$ cat src/rtl/prog_clock_divider.sv
// prog_clock_divider: NCH runtime-programmable dividers of clk plus a wrap-aligned dclk selector; all outputs registered.
// A divisor write is held pending (cfg_ready low) until its channel wraps. Define CLKDIV_DUTY50_EN for div>>1 high phase.
module prog_clock_divider #(
  parameter int NCH     = 4,
  parameter int CW      = 8,
  parameter int DEF_DIV = 2
) (
  input  logic                   clk,
  input  logic                   rst_n,
  input  logic                   cfg_valid,
  output logic                   cfg_ready,
  input  logic [$clog2(NCH)-1:0] cfg_ch,
  input  logic [CW-1:0]          cfg_div,
  input  logic [$clog2(NCH)-1:0] sel,
  output logic [$clog2(NCH)-1:0] sel_act,
  output logic [NCH-1:0]         clk_out,
  output logic [NCH-1:0]         tick,
  output logic                   dclk
);
  localparam int            SW  = $clog2(NCH);
  localparam logic [CW-1:0] DEF = CW'(DEF_DIV);
  localparam logic [CW-1:0] ONE = CW'(1);
  localparam logic [CW-1:0] TWO = CW'(2);

  logic [CW-1:0]  cnt_q  [NCH];
  logic [CW-1:0]  cnt_d  [NCH];
  logic [CW-1:0]  div_q  [NCH];
  logic [CW-1:0]  div_d  [NCH];
  logic [CW-1:0]  pdiv_q [NCH];
  logic [CW-1:0]  pdiv_d [NCH];
  logic [NCH-1:0] pend_q, pend_d;
  logic [NCH-1:0] wrap;
  logic [NCH-1:0] clk_q, clk_d;
  logic [NCH-1:0] tick_q, tick_d;
  logic [SW-1:0]  sel_q, sel_d;
  logic           dclk_q, dclk_d;
  logic           cfg_ch_ok, cfg_acc;
  logic [CW-1:0]  cfg_div_sat;
  logic [CW-1:0]  hi;

  always_comb begin
    cfg_ch_ok   = int'(cfg_ch) < NCH;
    cfg_ready   = cfg_ch_ok && !pend_q[cfg_ch];
    cfg_acc     = cfg_valid && cfg_ready;
    cfg_div_sat = (cfg_div < TWO) ? TWO : cfg_div;
  end

  always_comb begin
    hi     = ONE;
    pend_d = pend_q;
    for (int i = 0; i < NCH; i++) begin
      wrap[i]   = (cnt_q[i] == div_q[i] - ONE);
      cnt_d[i]  = wrap[i] ? '0 : cnt_q[i] + ONE;
      div_d[i]  = div_q[i];
      pdiv_d[i] = pdiv_q[i];
      // A pending divisor only takes effect on a period boundary.
      if (wrap[i] && pend_q[i]) begin
        div_d[i]  = pdiv_q[i];
        pend_d[i] = 1'b0;
      end
      // Accept requires pend_q low, so it can never collide with an apply above.
      if (cfg_acc && int'(cfg_ch) == i) begin
        pdiv_d[i] = cfg_div_sat;
        pend_d[i] = 1'b1;
      end
`ifdef CLKDIV_DUTY50_EN
      hi = div_d[i] >> 1;
`else
      hi = ONE;
`endif
      clk_d[i]  = cnt_d[i] < hi;
      tick_d[i] = cnt_d[i] == '0;
    end
  end

  // Switching only when the current source wraps lands the change on its rising edge.
  always_comb begin
    sel_d = sel_q;
    if (sel != sel_q && int'(sel) < NCH && wrap[sel_q]) sel_d = sel;
    dclk_d = clk_d[sel_d];
  end

  always_ff @(posedge clk) begin
    if (!rst_n) begin
      for (int i = 0; i < NCH; i++) begin
        cnt_q[i]  <= '0;
        div_q[i]  <= DEF;
        pdiv_q[i] <= DEF;
      end
      pend_q <= '0;
      clk_q  <= '1;
      tick_q <= '0;
      sel_q  <= '0;
      dclk_q <= 1'b1;
    end else begin
      for (int i = 0; i < NCH; i++) begin
        cnt_q[i]  <= cnt_d[i];
        div_q[i]  <= div_d[i];
        pdiv_q[i] <= pdiv_d[i];
      end
      pend_q <= pend_d;
      clk_q  <= clk_d;
      tick_q <= tick_d;
      sel_q  <= sel_d;
      dclk_q <= dclk_d;
    end
  end

  assign clk_out = clk_q;
  assign tick    = tick_q;
  assign sel_act = sel_q;
  assign dclk    = dclk_q;

endmodule

$ cat config.mk
export PLATFORM = sky130hd
export DESIGN_NAME = prog_clock_divider
export DESIGN_NICKNAME = d
export VERILOG_FILES = /design/src/rtl/prog_clock_divider.sv
export SDC_FILE = /design/constraint.sdc
export NUM_CORES = 1
export LEC_CHECK = 0
export CAP_MARGIN = 20
export CORE_UTILIZATION = 65
export DETAILED_ROUTE_END_ITERATION = 16
export GPL_ROUTABILITY_DRIVEN = 1
export PLACE_DENSITY = 0.92
export SYNTH_ARGS = -nofsm -noshare
export SYNTH_HDL_FRONTEND = slang
export SYNTH_SLANG_ARGS = --single-unit
$ cat constraint.sdc
create_clock -name clk -period 7.3 [get_ports clk]
set_input_delay 1.46 -clock clk [delete_from_list [all_inputs] [get_ports clk]]
set_output_delay 1.46 -clock clk [all_outputs]
set_load 0.02 [all_outputs]
Word-level counts from Yosys, hierarchy flattened

Memories as Yosys holds them, arrays and structs flattened.
Cells that the tools add are included.

Latch bits: 0
Register bits: 15
Memory bits (writable): 96
Memory bits (read-only): 0
Logic and storage cells: 109
Memories kept: 3

Memory list:

| name   | words | width | read ports | clocked after memory_dff | wr ports | RTL line | source |
|---|---|---|---|---|---|---|---|
| cnt_q  | 4     | 8     | 4          | 0                        | 4        | 25       | `logic [CW-1:0] cnt_q [NCH];` |
| div_q  | 4     | 8     | 4          | 0                        | 4        | 27       | `logic [CW-1:0] div_q [NCH];` |
| pdiv_q | 4     | 8     | 4          | 0                        | 4        | 29       | `logic [CW-1:0] pdiv_q [NCH];` |

Divide/modulo/power cells: 0
Multipliers: 0
Equality and inequality tests: 8
Shift-type cells: 0
Bitwise operators: 12
$add $sub $neg: 8
Magnitude comparators: 8
Reductions and logical operators: 20
Multiplexer cells: 42

Operators with widths:

| operator                                             | number |
|---|---|
| two-way mux 8 bit                                    | 25 |
| adder 8 x 1 -> 8 bit (second input constant)         | 4 |
| equality test 8 bit                                  | 4 |
| logical NOT 8 bit                                    | 4 |
| < comparator 8 x 1 -> 1 bit (second input constant)  | 4 |
| subtractor 8 x 1 -> 8 bit (second input constant)    | 4 |
| two-way mux 1 bit                                    | 13 |
| OR 1 bit                                             | 12 |
| logical AND 1 bit                                    | 10 |
| < comparator 2 x 3 -> 1 bit (second input constant)  | 3 |
| < comparator 8 x 2 -> 1 bit (second input constant)  | 1 |
| nonzero test 2 bit                                   | 4 |
| binary-select mux 1 bit (select 2 bit)               | 3 |
| equality test 2 bit (second input constant)          | 2 |
| equality test 2 x 1 -> 1 bit (second input constant) | 1 |
| logical NOT 2 bit                                    | 1 |
| two-way mux 2 bit                                    | 1 |
| inequality test 2 bit                                | 1 |
| logical NOT 1 bit                                    | 1 |

Logic depth before layout (Yosys ltp)

An unclocked memory read counts as a cell.

Depth in word-level cells: 9
Depth in mapped cells: 11
Gate-level depth less buffers: 10

Least setup slack after synthesis

No wires, ideal clock.

Kind: input port to output port
From: input cfg_ch[0]
To: output cfg_ready
Setup slack: 3483 ps
Cell stages on the path: 3
Arrival time: 2357 ps
Required time: 5840 ps
Path through: clkbuf_1 mux4_2 inv_1

Cells in the longest elaborated chain, start to end: 3

Ends and longest elaborated chain:

| what                                    | RTL line | source |
|---|---|---|
| start, declared                         | 12       | `input logic [$clog2(NCH)-1:0] cfg_ch,` |
| binary-select mux 1 bit (select 2 bit)  | 43       | `cfg_ready = cfg_ch_ok && !pend_q[cfg_ch];` |
| two-way mux 1 bit (not written as such) | 43       |  |
| logical NOT 1 bit                       | 43       |  |
| end, declared                           | 11       | `output logic cfg_ready,` |

No other way between the ends. The select of a mux whose other input is x is not followed.

Worst setup path in the final report

Same ends and word-level chain as after synthesis.

==> run metrics <==
initial antenna violation count 0; gr usage total about 28%; Reg power frac between 50% and 60%; Synth warnings 0; MaxCap Viol Count 0; skew final 0.0108 ns; Area Overhead vs Synth 8.82%; Worst path most repeated cell clkdlybuf4s50_1; clock root buffer clkbuf_8; Worst setup SP type input port; CTS sink cnt 111; Cells after Synth 631; port bufs 26; Max stage delay on crit path 0.63 ns; Critical Path RT just under 6 ns; DRC viols 0; global-route wire length before repair 18.9 mm; cts bufs inserted 9; die height just over 90 um; post-synthesis sequential area ratio roughly two fifths; grt ovf 0; max_slew headroom about 44%; sequential cell area around 2200 um^2; DP HPWL just over 8 mm; pin count of the biggest net entering global routing 55; most used flip-flop cell after synthesis dfxtp_1; core area between 7000 and 8000 um^2; Cell Pwr Density between 200 and 250 nW/um^2; Comb pwr share about a fifth; die width a little over 90 um; fin nets approximately 660; placer congestion estimate slightly below 0.9; net count after synthesis around 650; CP max FO 9; Leak roughly 0.0022 uW; FF+latch count, synth roughly 110; layout cells sized above 1 under 10%; Peak VDD IR ~150 uV; antenna-violating nets left 0; Post-synth EDFFs 0; Tcrit/Tclk final between 60% and 70%; Setup Fix Bufs, Post-CTS 0; Fin Hold WS around 0.46 ns; Hold Path Depth 2; Cell Int Power 900 uW; antenna cells 0; area leader, netlist dfxtp_1; CP max-delay cell clkdlybuf4s50_1; number of global-route vias before repair 4,248; Crit. End Element output pin; fillcell total 579; I/O pin count 27; worst-margin pin slew around 0.83 ns; Iteration-0 DRC Markers around 220; R2R depth 10; Setup TNS 0 ns; Clk pin slew, worst setup/hold paths approximately 0.10 ns; unrepaired setup endpoints after global routing false; Multi-input gate area 2910 um^2; mean area per synthesized cell ~8.4 um^2; Rows 32; Die ar. approximately 8500 um^2; endpoints failing hold 0; NetSw 359 uW; Distinct cells, synth 62; Synth top area share between 40% and 50%; Slew Limit Fails 0; fin cells around 750; routed wire length per instance between 15 and 20 um; CTS max path bufs 2; status finished, final reports clean; drt first pass iters 7; Setup CP Type in -> out; Skew-Pair Late Insertion Delay about 0.37 ns; DR vias 4,522; CTS tree built; Power Total about 1300 uW; Max Fclk 208 MHz; Tightest Hold Check Type reg -> reg; Net Sw Frac between 20% and 30%; CTS resizes 0; ranking of synthesized cells by area dfxtp_1 42%, nand2_1 6.7%, nor2_1 5.6%, xnor2_1 5.4%, mux2i_1 4.9%; CP cell instances clkdlybuf4s50_1 -> mux4_2 -> inv_1 -> clkdlybuf4s50_1; CTS hold repair buffers 0; Via density between 6 and 7; initial core utilization between 60% and 70%; H-tree levels 3; # setup viols final 0; Synth async-reset ratio 0%; Routed Wire Length around 11 mm; min Tclk post-route a little under 5 ns; Mapped Area 5310 um^2; total placed cells including tap cells roughly 730; CP arrival ~3.4 ns; Clk pwr share 27.8%
[layout make-up]
| type | count | share of cell area, % |
|---|---|---|
| clock buffer | 11 | 2.27 |
| clock inverter | 4 | 0.823 |
| inverter | 17 | 1.10 |
| multi-input combinational | 473 | 50.3 |
| sequential | 111 | 38.5 |
| tap | 102 | 2.21 |
| timing repair buffer | 28 | 4.77 |
[through the flow]
step | cell area (um^2) | utilization, % | setup WS [ns]
6_report | 5780 | 74.0 | 2.49
4_1_cts | 5780 | 74.0 | 2.51
3_3_place_gp | 5600 | 71.7 | 2.52
5_1_grt | 5780 | 74.0 | 2.46
2_1_floorplan | 5310 | - | 3.48
3_5_place_dp | 5600 | 71.7 | 2.51
[cell families after synthesis]
| kind of cell | share of synthesized area (%) |
|---|---|
| simple gates | 25.2 |
| mux | 5.61 |
| compound gates | 11.6 |
| flops | 41.9 |
| xor+xnor | 10.5 |
| fa+ha+maj | 1.89 |
| buf+inv | 3.35 |
[power by group through the flow]
| stage | Sequential, uW | Combinational (uW) | Clock (uW) |
|---|---|---|---|
| global route | 679 | 256 | 383 |
| detailed placement | 687 | 233 | 0 |
| global placement | 685 | 225 | 0 |
| floorplan | 694 | 143 | 0 |
| CTS | 673 | 234 | 356 |
| finish | 673 | 236 | 350 |
[cell usage after synthesis, drive strengths merged (2+ instances only)]
master and n:
nand2 95, xnor2 33, a22oi 4, nor3 17, a21o 2, and2 4
and4 2, a21oi 45, and3 10, or4 4, a31oi 8, nand2b 7
xor2 28, clkbuf 29, mux2i 26, o22a 2, o21ai 4, ha 8
nor4 8, nand4 4, nand3b 4, dfxtp 111, or3b 3, inv 17
o211ai 6, or3 6, a2111o 2, o22ai 3, nor3b 4, or2 3
nor2 80, a311oi 2, nand3 24, nor2b 4
[cell usage in the layout, fill, tap and decap left out, types with 7 or more instances in the layout]
| master | n |
|---|---|
| a21oi_1 | 45 |
| a31oi_1 | 8 |
| and3_1 | 9 |
| clkbuf_8 | 9 |
| clkdlybuf4s50_1 | 26 |
| dfxtp_1 | 111 |
| ha_1 | 8 |
| inv_1 | 16 |
| mux2i_1 | 26 |
| nand2_1 | 95 |
| nand2b_1 | 7 |
| nand3_1 | 23 |
| nor2_1 | 79 |
| nor3_1 | 17 |
| nor4_1 | 8 |
| xnor2_1 | 33 |
| xor2_1 | 28 |
[registers in the layout (all words and copies together), names as in the netlist]
| signal | flops |
|---|---|
| dclk | 1 |
| cnt_q | 32 |
| pend_q | 4 |
| div_q | 32 |
| clk_out | 4 |
| tick | 4 |
| pdiv_q | 32 |
| sel_act | 2 |
[worst max-delay path: cells and delay by family]
| family | cells | cell delay [ns] |
|---|---|---|
| buf+inv | 3 | 1.35 |
| mux | 1 | 0.54 |
[routing by layer]
metal	up-vias	routed length (um)	global-route usage [%]
li1	2183	-	-
met2	137	5590	48.0
met1	2176	4870	32.7
met5	-	0	0
met3	26	637	6.73
met4	0	244	11.5
[final timing paths]
kind	startpoint	endpoint	slack (ns)
hold reg to reg	pdiv_q[2][6]	pdiv_q[2][6]	0.46
setup reg to reg	div_q[2][0]	dclk	4.34
setup / recovery	cfg_ch[0]	cfg_ready	2.49
hold / removal	pdiv_q[2][6]	pdiv_q[2][6]	0.46
No activity file was read; power rests on OpenSTA's default activity.
